[config.mk]
export PLATFORM = sky130hd
export DESIGN_NAME = serial_div
export DESIGN_NICKNAME = d
export VERILOG_FILES = /design/src/rtl/serial_div.sv
export SDC_FILE = /design/constraint.sdc
export NUM_CORES = 1
export LEC_CHECK = 0
export ABC_AREA = 1
export CELL_PAD_IN_SITES_DETAIL_PLACEMENT = 0
export CELL_PAD_IN_SITES_GLOBAL_PLACEMENT = 2
export CORE_MARGIN = 3
export CORE_UTILIZATION = 29
export DETAILED_ROUTE_END_ITERATION = 8
export GPL_TIMING_DRIVEN = 0
export PLACE_DENSITY_LB_ADDON = 0.05
export REMOVE_ABC_BUFFERS = 1
export SLEW_MARGIN = 20
export SYNTH_ARGS = -nofsm -noshare
export SYNTH_HDL_FRONTEND = slang
export SYNTH_SLANG_ARGS = --single-unit
[constraint.sdc]
create_clock -name clk -period 1.87 [get_ports clk]
set_clock_uncertainty 0.1 [all_clocks]
set_input_delay 0.374 -clock clk [delete_from_list [all_inputs] [get_ports clk]]
set_output_delay 0.374 -clock clk [all_outputs]
set_load 0.02 [all_outputs]
[src/rtl/serial_div.sv]
// serial_div: sequential signed divider. Restoring division on operand
// magnitudes produces one quotient bit per clock, then a single fix-up cycle
// applies signs, saturates the quotient and raises data_ready.
module serial_div #(
  parameter int N_BITS_A      = 8,
  parameter int N_BITS_B      = 8,
  parameter int N_BITS_RESULT = 8
) (
  input  logic                     clk,
  input  logic                     reset,
  input  logic [N_BITS_A-1:0]      a,
  input  logic [N_BITS_B-1:0]      b,
  input  logic                     start,
  output logic                     data_ready,
  output logic [N_BITS_RESULT-1:0] result,
  output logic [N_BITS_B-1:0]      remainder,
  output logic                     overflow,
  output logic                     div_by_zero
);

  localparam int CW = $clog2(N_BITS_A + 1);
  localparam int QW = ((N_BITS_A > N_BITS_RESULT) ? N_BITS_A : N_BITS_RESULT) + 1;
  localparam logic [QW-1:0] MAX_POS = (QW'(1) << (N_BITS_RESULT - 1)) - QW'(1);
  localparam logic [QW-1:0] MIN_MAG = QW'(1) << (N_BITS_RESULT - 1);

  typedef enum logic [1:0] {IDLE, RUN, FIX, DONE} state_e;

  state_e                   state_q, state_d;
  logic [N_BITS_A-1:0]      dividend_q, dividend_d;
  logic [N_BITS_B-1:0]      divisor_q, divisor_d;
  logic [N_BITS_B-1:0]      partial_q, partial_d;
  logic [CW-1:0]            count_q, count_d;
  logic                     signQ_q, signQ_d;
  logic                     signR_q, signR_d;
  logic                     zero_q, zero_d;
  logic                     ready_q, ready_d;
  logic [N_BITS_RESULT-1:0] result_q, result_d;
  logic [N_BITS_B-1:0]      remainder_q, remainder_d;
  logic                     overflow_q, overflow_d;
  logic                     dbz_q, dbz_d;

  logic [N_BITS_B:0]        shifted;
  logic                     fits;
  logic [N_BITS_A-1:0]      aMag;
  logic [N_BITS_B-1:0]      bMag;
  logic [QW-1:0]            qExt;
  logic [N_BITS_RESULT-1:0] qTrunc;

  // Datapath helpers: operand magnitudes, the trial shift/compare of one
  // restoring step, and the zero-extended quotient magnitude for saturation.
  always_comb begin
    aMag    = a[N_BITS_A-1] ? ((~a) + N_BITS_A'(1)) : a;
    bMag    = b[N_BITS_B-1] ? ((~b) + N_BITS_B'(1)) : b;
    shifted = {partial_q, dividend_q[N_BITS_A-1]};
    fits    = (shifted >= {1'b0, divisor_q});
    qExt    = {{(QW - N_BITS_A){1'b0}}, dividend_q};
    qTrunc  = qExt[N_BITS_RESULT-1:0];
  end

  // Next-state and next-output logic for the IDLE/RUN/FIX/DONE sequencer.
  always_comb begin
    state_d     = state_q;
    dividend_d  = dividend_q;
    divisor_d   = divisor_q;
    partial_d   = partial_q;
    count_d     = count_q;
    signQ_d     = signQ_q;
    signR_d     = signR_q;
    zero_d      = zero_q;
    ready_d     = ready_q;
    result_d    = result_q;
    remainder_d = remainder_q;
    overflow_d  = overflow_q;
    dbz_d       = dbz_q;

    case (state_q)
      IDLE, DONE: begin
        if (start) begin
          dividend_d = aMag;
          divisor_d  = bMag;
          partial_d  = '0;
          count_d    = CW'(N_BITS_A);
          signQ_d    = a[N_BITS_A-1] ^ b[N_BITS_B-1];
          signR_d    = a[N_BITS_A-1];
          zero_d     = (b == '0);
          ready_d    = 1'b0;
          overflow_d = 1'b0;
          dbz_d      = 1'b0;
          state_d    = RUN;
        end
      end

      RUN: begin
        // The partial remainder stays below the divisor magnitude, so the
        // subtraction can be done at divisor width without losing bits.
        if (fits) begin
          partial_d = shifted[N_BITS_B-1:0] - divisor_q;
        end else begin
          partial_d = shifted[N_BITS_B-1:0];
        end
        dividend_d = {dividend_q[N_BITS_A-2:0], fits};
        count_d    = count_q - CW'(1);
        if (count_q == CW'(1)) begin
          state_d = FIX;
        end
      end

      FIX: begin
        ready_d = 1'b1;
        state_d = DONE;
        if (zero_q) begin
          result_d    = '0;
          remainder_d = '0;
          dbz_d       = 1'b1;
          overflow_d  = 1'b0;
        end else begin
          remainder_d = signR_q ? ((~partial_q) + N_BITS_B'(1)) : partial_q;
          if (!signQ_q && (qExt > MAX_POS)) begin
            result_d   = {1'b0, {(N_BITS_RESULT - 1){1'b1}}};
            overflow_d = 1'b1;
          end else if (signQ_q && (qExt > MIN_MAG)) begin
            result_d   = {1'b1, {(N_BITS_RESULT - 1){1'b0}}};
            overflow_d = 1'b1;
          end else begin
            result_d   = signQ_q ? ((~qTrunc) + N_BITS_RESULT'(1)) : qTrunc;
            overflow_d = 1'b0;
          end
        end
      end

      default: state_d = IDLE;
    endcase
  end

  // State and datapath registers; reset discards any operation in flight.
  always_ff @(posedge clk or negedge reset) begin
    if (!reset) begin
      state_q     <= IDLE;
      dividend_q  <= '0;
      divisor_q   <= '0;
      partial_q   <= '0;
      count_q     <= '0;
      signQ_q     <= 1'b0;
      signR_q     <= 1'b0;
      zero_q      <= 1'b0;
      ready_q     <= 1'b0;
      result_q    <= '0;
      remainder_q <= '0;
      overflow_q  <= 1'b0;
      dbz_q       <= 1'b0;
    end else begin
      state_q     <= state_d;
      dividend_q  <= dividend_d;
      divisor_q   <= divisor_d;
      partial_q   <= partial_d;
      count_q     <= count_d;
      signQ_q     <= signQ_d;
      signR_q     <= signR_d;
      zero_q      <= zero_d;
      ready_q     <= ready_d;
      result_q    <= result_d;
      remainder_q <= remainder_d;
      overflow_q  <= overflow_d;
      dbz_q       <= dbz_d;
    end
  end

  assign data_ready  = ready_q;
  assign result      = result_q;
  assign remainder   = remainder_q;
  assign overflow    = overflow_q;
  assign div_by_zero = dbz_q;

endmodule

==> impl_metrics.yaml, run 1 <==
grt:
  antenna_found_initial: 0
  grt_pass1_vias: 3027
  grt-ovfl-total: 0
  grt_max_degree: 53
  grt_pass1_wl_mm: 15.8
  grtUsageTotal: 0.155
clock_tree:
  numClockSinks: 52
  htreeDepth: 2
  clk_path_buf_depth: 2
  cts_buffers: 5
  cts_root_buf: "clkbuf_16"
  insertion_delay_ns: 0.30
  cts_tree: "yes"
  cts.clk_slew.worst_paths_ns: 0.07
cells_and_area:
  fill_cells: 1195
  area_growth_pct: 31.4
  layout.nets: 557
  diodes: 0
  postLayoutCoreUtil: 0.400
  drive_gt1_frac: 0.140
  multi_input_area_um2: 2000
  area.sequential_um2: 1310
  final_area_um2: 4450
critical_path:
  cp_max_fo: 4
  path_class: "flop to flop"
  worst_path_max_delay_cell: "dfrtp_2"
  path_buf_inv: 2
  crit_path_start_kind: "flop"
  slowest_delay_ns: 0.43
  arrival_ns: 1.93
  crit_chain: "inv_4 -> ha_4 -> inv_4 -> fa_2 -> a21oi_2 -> xor2_1 -> nand2_1 -> nand3_1 -> nand2_1"
  reg2reg_from: "dividend_q[7]$_DFFE_PN0P_"
  required_ns: 1.97
  ff2ff_path_depth: 9
  r2r_setup_slack_ns: 0.04
  cp_top_family: "adder cells"
  rr_endpoint: "partial_q[4]$_DFFE_PN0P_"
  critPathCaptureType: "flop"
place:
  dpl.hpwl_mm: 6.70
  dpl-instance-area_um2: 3910
  place.gp.congestion: 0.772
  port_buffers: 37
floorplan:
  ioPinCount: 38
  start_util: 0.304
  rows: 38
  core-area_um2: 11100
  die_w_um: 114
  die_h_um: 114
  dieArea_um2: 13000
detailed_routing:
  via_per_inst: 4.62
  drtPass1Iterations: 4
  wl_mm: 9.44
  wl_per_cell_um: 14.3
  vias: 3054
  drcViolationCount: 0
  dr.first_iter.drc_count: 143
  antenna_left: 0
sta:
  fin_crit_sh: 0.978
  rsz0062_at_grt: "yes"
  holdWs_ns: 0.378
  max_freq_ghz: 0.547
  hold_viol: 0
  timing.final.max_slew_violations: 0
  worst_pin_slew_ns: 0.393
  setup_viol: 0
  relSlewSlack: 0.737
  period_minus_slack_ns: 1.83
pwr:
  powerDensity_nw_per_um2: 2000
  leakage_uw: 0.00212
  peakVddDrop_v: 0.000847
  p_switching_uw: 4240
  p_comb_frac: 0.638
  power.internal_uw: 4670
  p_clk_frac: 0.128
  seqPwrFrac: 0.234
  swShare: 0.476
yosys:
  synthCells: 469
  ys_seq_area_frac: 0.384
  yosysUniqueCellTypes: 35
  synth_seq_cells: 52
  synth-warning-count: 0
  syn_area_per_cell_um2: 7.22
  synth_area_um2: 3390
outcome:
  run_status: "finished clean"
run:
  cap_violations: 0
hold_path:
  min_path_cells: 2
  hp-start: "result[5]$_DFFE_PN0P_"
  whs_endpoint: "result[5]$_DFFE_PN0P_"
  hold_path.class: "flop to flop"
-- cell usage in the layout (no fill, tap or decap), drive strengths merged, types with 2 or more instances in the layout --
| master | Yosys | routed |
|---|---|---|
| or2 | 4 | 4 |
| nor3 | 4 | 4 |
| ha | 17 | 17 |
| nor2 | 30 | 30 |
| o22ai | 3 | 3 |
| o211ai | 4 | 4 |
| xor2 | 12 | 12 |
| inv | 70 | 69 |
| nand3 | 36 | 36 |
| nand2 | 139 | 140 |
| o21ai | 51 | 51 |
| buf | 6 | 16 |
| a21oi | 21 | 21 |
| xnor2 | 2 | 2 |
| clkdlybuf4s50 | 0 | 36 |
| dfrtp | 52 | 52 |
| nand4 | 6 | 7 |
| clkbuf | 5 | 7 |
-- tightest hold or removal path: cells and delay by family (launching register included) --
family | cells | cell delay, ns
AND/OR/NAND/NOR | 2 | 0.10
flip-flops | 1 | 0.34
-- layer usage --
metal | vias up | wire, um | track usage
met5 | - | 0 | 0
met4 | 0 | 127 | 0.0523
met3 | 7 | 303 | 0.0280
met2 | 44 | 4000 | 0.231
met1 | 1385 | 5010 | 0.225
li1 | 1618 | - | -
-- power by group through the flow --
stage,clock (uW),combinational (uW),sequential (uW)
after floorplan,0,3210,2160
after global placement,0,4780,2050
after detailed placement,0,4780,2060
after CTS,1190,5300,2050
after global routing,1230,6500,2160
final,1140,5680,2090
-- stage by stage --
step / setup slack, ns / instances / total power (uW) / setup TNS [ns]
floorplan: -0.133 / 458 / 5370 / -0.545
detailed placement: -0.799 / 636 / 6850 / -19.28
global placement: -1.50 / 635 / 6830 / -97.28
CTS: 0.00197 / 654 / 8530 / 0
global route: -0.0487 / 661 / 9890 / -0.165
finish: 0.0415 / 661 / 8910 / 0
-- cells by family after synthesis --
group | share of synthesized area
compound gates | 0.135
buf+inv | 0.0928
flops | 0.384
xor+xnor | 0.0362
simple gates | 0.283
fa+ha+maj | 0.0687
-- synthesized netlist by cell type --
| cell | n | area share |
|---|---|---|
| clkbuf_1 | 5 | 0.0055 |
| nor3_1 | 4 | 0.0059 |
| a31oi_1 | 1 | 0.0018 |
| o22ai_1 | 3 | 0.0055 |
| buf_2 | 5 | 0.0074 |
| a21oi_2 | 1 | 0.0026 |
| nand4_2 | 1 | 0.0037 |
| or2_2 | 3 | 0.0055 |
| nand3b_1 | 1 | 0.0022 |
| o41ai_1 | 1 | 0.0026 |
| or2_0 | 1 | 0.0018 |
| nand2_2 | 2 | 0.0037 |
| ha_1 | 17 | 0.063 |
| buf_4 | 1 | 0.0022 |
| a32o_1 | 1 | 0.0030 |
| dfrtp_1 | 52 | 0.38 |
| o21ai_0 | 50 | 0.074 |
| nor2_2 | 2 | 0.0037 |
| o221ai_1 | 1 | 0.0026 |
| nor2_4 | 1 | 0.0033 |
| nor2_1 | 26 | 0.029 |
| a21boi_0 | 1 | 0.0022 |
| nand3_4 | 1 | 0.0052 |
| o211ai_1 | 4 | 0.0089 |
| nor2_8 | 1 | 0.0059 |
| fa_1 | 1 | 0.0059 |
| xor2_1 | 12 | 0.031 |
| nand4_1 | 5 | 0.0092 |
| nand3_1 | 35 | 0.052 |
| a21oi_1 | 20 | 0.030 |
| inv_1 | 68 | 0.075 |
| nand2_1 | 137 | 0.15 |
| o21ai_2 | 1 | 0.0026 |
| inv_2 | 2 | 0.0022 |
| xnor2_1 | 2 | 0.0052 |
-- area by class of cell --
type	instances	area share
clock buffers	7	0.0343
clock inverters	1	0.00675
inverters	70	0.0616
multi-input cells	338	0.449
flip-flops and latches	52	0.294
well taps	140	0.0394
repair buffers	53	0.116
-- timing repair --
item | 4_1_cts | 5_1_grt
endpoints found under the hold margin | 52 | 0
setup endpoints to repair | 43 | 21
pin swaps | 6 | 4
gates resized for setup | 20 | 26
gates cloned | 1 | 1
setup buffers | 8 | 6
hold buffers | 1 | 0
-- worst max path at each step --
stage                                    from                         to  slack (ns)  cells after the start
global placement                        reset     count_q[3]$_DFFE_PN0P_       -1.50                      1
finish              dividend_q[7]$_DFFE_PN0P_   partial_q[4]$_DFFE_PN0P_        0.04                      9
detailed placement     state_q[1]$_DFFE_PN0P_  dividend_q[2]$_DFFE_PN0P_       -0.80                      8
CTS                    state_q[0]$_DFFE_PN0P_   remainder[3]$_DFFE_PN0P_       0.002                      8
floorplan              state_q[0]$_DFFE_PN0P_  dividend_q[2]$_DFFE_PN0P_       -0.13                      8
global route         divisor_q[7]$_DFFE_PN0P_   partial_q[1]$_DFFE_PN0P_       -0.05                     10
-- state kept, by name, indices dropped and copies added, names as in the netlist --
name         flops
count_q          4
data_ready       1
div_by_zero      1
dividend_q       8
divisor_q        8
overflow         1
partial_q        8
remainder        8
result           8
signQ_q          1
signR_q          1
state_q          2
zero_q           1
Note: power is estimated with default switching activity, not from simulation.
==> run 2: changes to the inputs <==
Settings changed: TNS_END_PERCENT set to 30.
==> impl_metrics.yaml, run 2 (synthesis gave the netlist of run 1 again) <==
detailed_routing:
  dr.first_iter.drc_count: 177
  wl_mm: 9.32
  vias: 3048
  drcViolationCount: 0
  antenna_left: 0
  via_per_inst: 4.62
  wl_per_cell_um: 14.1
  drtPass1Iterations: 4
clock_tree:
  cts.clk_slew.worst_paths_ns: 0.07
  htreeDepth: 2
  cts_root_buf: "clkbuf_16"
  cts_tree: "yes"
  cts_buffers: 5
  insertion_delay_ns: 0.31
  numClockSinks: 52
  clk_path_buf_depth: 2
cells_and_area:
  drive_gt1_frac: 0.158
  final_area_um2: 4480
  final_cell_mix: "nand2_1, inv_1, o21ai_0"
  layout.nets: 556
  postLayoutCoreUtil: 0.402
  final_common_cell: "nand2_1"
  diodes: 0
  area_growth_pct: 32.3
sta:
  fin_crit_sh: 0.958
  hold_viol: 0
  period_minus_slack_ns: 1.79
  setup_viol: 0
  timing.final.max_slew_violations: 0
  relSlewSlack: 0.723
  worst_pin_slew_ns: 0.415
  max_freq_ghz: 0.558
  rsz0062_at_grt: "yes"
floorplan:
  die_w_um: 114
  ioPinCount: 38
  start_util: 0.304
  die_h_um: 114
  core-area_um2: 11100
  dieArea_um2: 13000
  rows: 38
critical_path:
  crit_path_start_kind: "flop"
  reg2reg_from: "dividend_q[7]$_DFFE_PN0P_"
  critPathCaptureType: "flop"
  endpoint: "partial_q[4]$_DFFE_PN0P_"
  cp_max_fo: 4
  ff2ff_path_depth: 9
  rr_endpoint: "partial_q[4]$_DFFE_PN0P_"
  cp-startpoint: "dividend_q[7]$_DFFE_PN0P_"
  path_class: "flop to flop"
  required_ns: 1.97
  arrival_ns: 1.89
  r2r_setup_slack_ns: 0.08
pwr:
  seqPwrFrac: 0.232
  p_clk_frac: 0.127
  leakage_uw: 0.00212
  peakVddDrop_v: 0.000726
  p_switching_uw: 4250
  swShare: 0.474
  p_comb_frac: 0.641
  power.internal_uw: 4710
  powerDensity_nw_per_um2: 2000
hold_path:
  hold_path.class: "flop to flop"
place:
  place.gp.congestion: 0.772
  port_buffers: 37
  dpl.hpwl_mm: 6.70
  dpl-instance-area_um2: 3910
grt:
  grt_pass1_wl_mm: 15.6
  gr-usage-met3: 0.0280
  grtUsageTotal: 0.152
  grt_max_degree: 53
  top_usage_layer: "met1"
  antenna_found_initial: 0
  grt_use_met1: 0.224
  grt-ovfl-total: 0
  grt_pass1_vias: 3000
  use_met2: 0.224
outcome:
  run_status: "finished clean"
run:
  cap_violations: 0
-- run 2: cell count changes in the layout (fill, tap and decap cells not counted), sizes merged --
cell	change
nand2	-1
-- run 2: metrics by stage --
stage | worst slack, ns | instances | hold WS, ns | total power (uW) | setup TNS [ns]
after floorplan | -0.133 | 458 | -0.0216 | 5370 | -0.545
after global placement | -1.50 | 635 | 0.362 | 6830 | -97.28
after detailed placement | -0.799 | 636 | 0.292 | 6850 | -19.28
after CTS | -0.0306 | 653 | 0.383 | 8420 | -0.0629
after global routing | -0.0332 | 660 | 0.402 | 9950 | -0.0367
final | 0.0787 | 660 | 0.378 | 8960 | 0
-- run 2: area by class of cell --
cell class | count | area (um2)
fillers | 1192 | 6650
repair buffers | 53 | 514
clock inverters | 1 | 30.0
well taps | 140 | 175
clock buffers | 7 | 153
flip-flops and latches | 52 | 1310
inverters | 70 | 274
multi-input cells | 337 | 2020
-- run 2: metal layers --
metal  wire (um)  part of all wire
met2        3900              0.42
met4         127             0.014
met1        4970              0.53
met5           0                 0
met3         314             0.034
-- run 2: worst min path at each step --
stage	start	endpoint	slack [ns]	cells past startpoint
4_1_cts	result[5]$_DFFE_PN0P_	result[5]$_DFFE_PN0P_	0.38	2
6_report	result[5]$_DFFE_PN0P_	result[5]$_DFFE_PN0P_	0.38	2
5_1_grt	result[3]$_DFFE_PN0P_	result[3]$_DFFE_PN0P_	0.40	2
3_5_place_dp	reset	partial_q[7]$_DFFE_PN0P_	0.29	2
2_1_floorplan	reset	count_q[0]$_DFFE_PN0P_	-0.02	0
3_3_place_gp	result[4]$_DFFE_PN0P_	result[4]$_DFFE_PN0P_	0.36	2
-- run 2: power by group through the flow --
stage          clock network (uW)  registers (uW)  logic, uW
4_1_cts                      1190            2040       5190
3_5_place_dp                    0            2060       4780
5_1_grt                      1230            2160       6560
2_1_floorplan                   0            2160       3210
3_3_place_gp                    0            2050       4780
6_report                     1140            2080       5740
-- run 2: critical path, stage by stage, from the launching register on --
cell and delay [ns]:
dfrtp_2 0.43, inv_4 0.08, ha_4 0.14, inv_4 0.04
fa_2 0.39, a21oi_2 0.16, xor2_1 0.15, nand2_1 0.07
nand3_1 0.07, nand2_1 0.05
-- run 2: repair_timing --
item,in CTS,in global routing
gates resized for setup,17,39
setup buffers,8,6
pin swaps,5,8
setup endpoints to repair,43,30
gates cloned,0,1
endpoints found under the hold margin,52,0
hold buffers,1,0
==> run 3: changes to the inputs <==
Settings changed: CORE_MARGIN 3 to unset.
==> impl_metrics.yaml, run 3 (synthesis gave the netlist of run 1 again) <==
sta:
  timing.final.max_slew_violations: 0
  fin_crit_sh: 0.959
  rsz0062_at_grt: "yes"
  max_freq_ghz: 0.558
  hold_viol: 0
  holdWs_ns: 0.309
  period_minus_slack_ns: 1.79
  setup_viol: 0
  worst_pin_slew_ns: 0.375
  relSlewSlack: 0.749
cells_and_area:
  postLayoutCoreUtil: 0.381
  final_cell_mix: "nand2_1, inv_1, o21ai_0"
  area_growth_pct: 28.4
  final_common_cell: "nand2_1"
  drive_gt1_frac: 0.137
  diodes: 0
  layout.nets: 554
grt:
  grt-ovfl-total: 0
  antenna_found_initial: 0
  grt_pass1_wl_mm: 15.2
  grt_max_degree: 52
  grtUsageTotal: 0.167
  grt_pass1_vias: 2992
outcome:
  run_status: "finished clean"
detailed_routing:
  dr.first_iter.drc_count: 182
  drcViolationCount: 0
  vias: 3042
  drtPass1Iterations: 4
  via_per_inst: 4.61
  wl_mm: 9.61
  antenna_left: 0
  wl_per_cell_um: 14.6
critical_path:
  ff2ff_path_depth: 9
  crit_path_start_kind: "flop"
  required_ns: 1.99
  r2r_setup_slack_ns: 0.08
  critPathCaptureType: "flop"
  arrival_ns: 1.91
  rr_endpoint: "partial_q[3]$_DFFE_PN0P_"
  reg2reg_from: "partial_q[1]$_DFFE_PN0P_"
  path_class: "flop to flop"
  cp_max_fo: 8
clock_tree:
  numClockSinks: 52
  clk_path_buf_depth: 2
  cts.clk_slew.worst_paths_ns: 0.07
  cts_root_buf: "clkbuf_16"
  cts_buffers: 5
  insertion_delay_ns: 0.29
  cts_tree: "yes"
  htreeDepth: 2
place:
  port_buffers: 37
  dpl.hpwl_mm: 6.74
  place.gp.congestion: 0.757
floorplan:
  rows: 39
  die_h_um: 110
  die_w_um: 110
  core-area_um2: 11400
  dieArea_um2: 12100
  start_util: 0.297
  ioPinCount: 38
pwr:
  total_power_uw: 8560
  powerDensity_nw_per_um2: 1970
  leakage_uw: 0.00208
  peakVddDrop_v: 0.000926
hold_path:
  hold_path.class: "input port to async pin"
run:
  cap_violations: 0
-- run 3: cell types whose count changed in the layout (fill, tap and decap cells not counted), moves of 2 or more --
cell,previous run,this run
nand3_1,28,32
nand3_2,7,3
buf_4,14,11
ha_4,10,7
clkbuf_8,2,0
ha_2,0,2
inv_1,60,62
nand2_2,5,7
-- run 3: stage by stage --
stage / instance area [um2] / cells / setup WS, ns / TNS (ns)
after floorplan: 3330 / 458 / -0.133 / -0.545
after global placement: 3880 / 638 / -1.53 / -98.68
after detailed placement: 3910 / 639 / -0.842 / -20.53
after CTS: 4210 / 656 / 0.00358 / 0
after global routing: 4350 / 660 / -0.0443 / -0.184
final: 4350 / 660 / 0.0771 / 0
-- run 3: area by class of cell --
type	count	area, um2
Tap cell	143	179
Inverter	70	272
Sequential cell	52	1310
Clock inverter	1	5.00
Clock buffer	6	129
Fill cell	1238	7070
Multi-Input combinational cell	338	1960
Timing Repair Buffer	50	492
-- run 3: report_power, final --
group          internal [uW]  switching [uW]  leakage (uW)
combinational           2200            3390       0.00136
clock                    488             410     0.0000667
sequential              1660             406      0.000645
-- run 3: per-layer routing --
layer,GRT usage,share of wire,vias up
met4,0.0371,0.0069,0
li1,-,-,1608
met1,0.243,0.53,1370
met3,0.0253,0.028,6
met5,0,0,-
met2,0.259,0.43,58
-- run 3: worst max-delay path by stage --
| stage | startpoint | endpoint | slack [ns] | cells past startpoint |
|---|---|---|---|---|
| 3_3_place_gp | reset | count_q[3]$_DFFE_PN0P_ | -1.53 | 1 |
| 6_report | partial_q[1]$_DFFE_PN0P_ | partial_q[3]$_DFFE_PN0P_ | 0.08 | 9 |
| 4_1_cts | partial_q[3]$_DFFE_PN0P_ | partial_q[7]$_DFFE_PN0P_ | 0.004 | 9 |
| 2_1_floorplan | state_q[0]$_DFFE_PN0P_ | dividend_q[2]$_DFFE_PN0P_ | -0.13 | 8 |
| 3_5_place_dp | state_q[1]$_DFFE_PN0P_ | dividend_q[2]$_DFFE_PN0P_ | -0.84 | 8 |
| 5_1_grt | dividend_q[7]$_DFFE_PN0P_ | partial_q[4]$_DFFE_PN0P_ | -0.04 | 9 |
-- run 3: worst max-delay path, cell delays in order (launching register included) --
cell and delay (ns):
dfrtp_1 0.46, ha_4 0.34, nand2_1 0.07, nor2_2 0.13
nand2_1 0.09, nand3_1 0.15, nand3_4 0.15, nand3_1 0.10
nand3_1 0.07, nand2_1 0.06
-- run 3: timing repair --
| action | in CTS | in global routing |
|---|---|---|
| setup buffers | 8 | 3 |
| pin swaps | 6 | 5 |
| endpoints found under the setup margin | 43 | 15 |
| gates cloned | 1 | 1 |
| hold buffers | 1 | 0 |
| gates resized for setup | 22 | 24 |
| hold endpoints to repair | 52 | 0 |
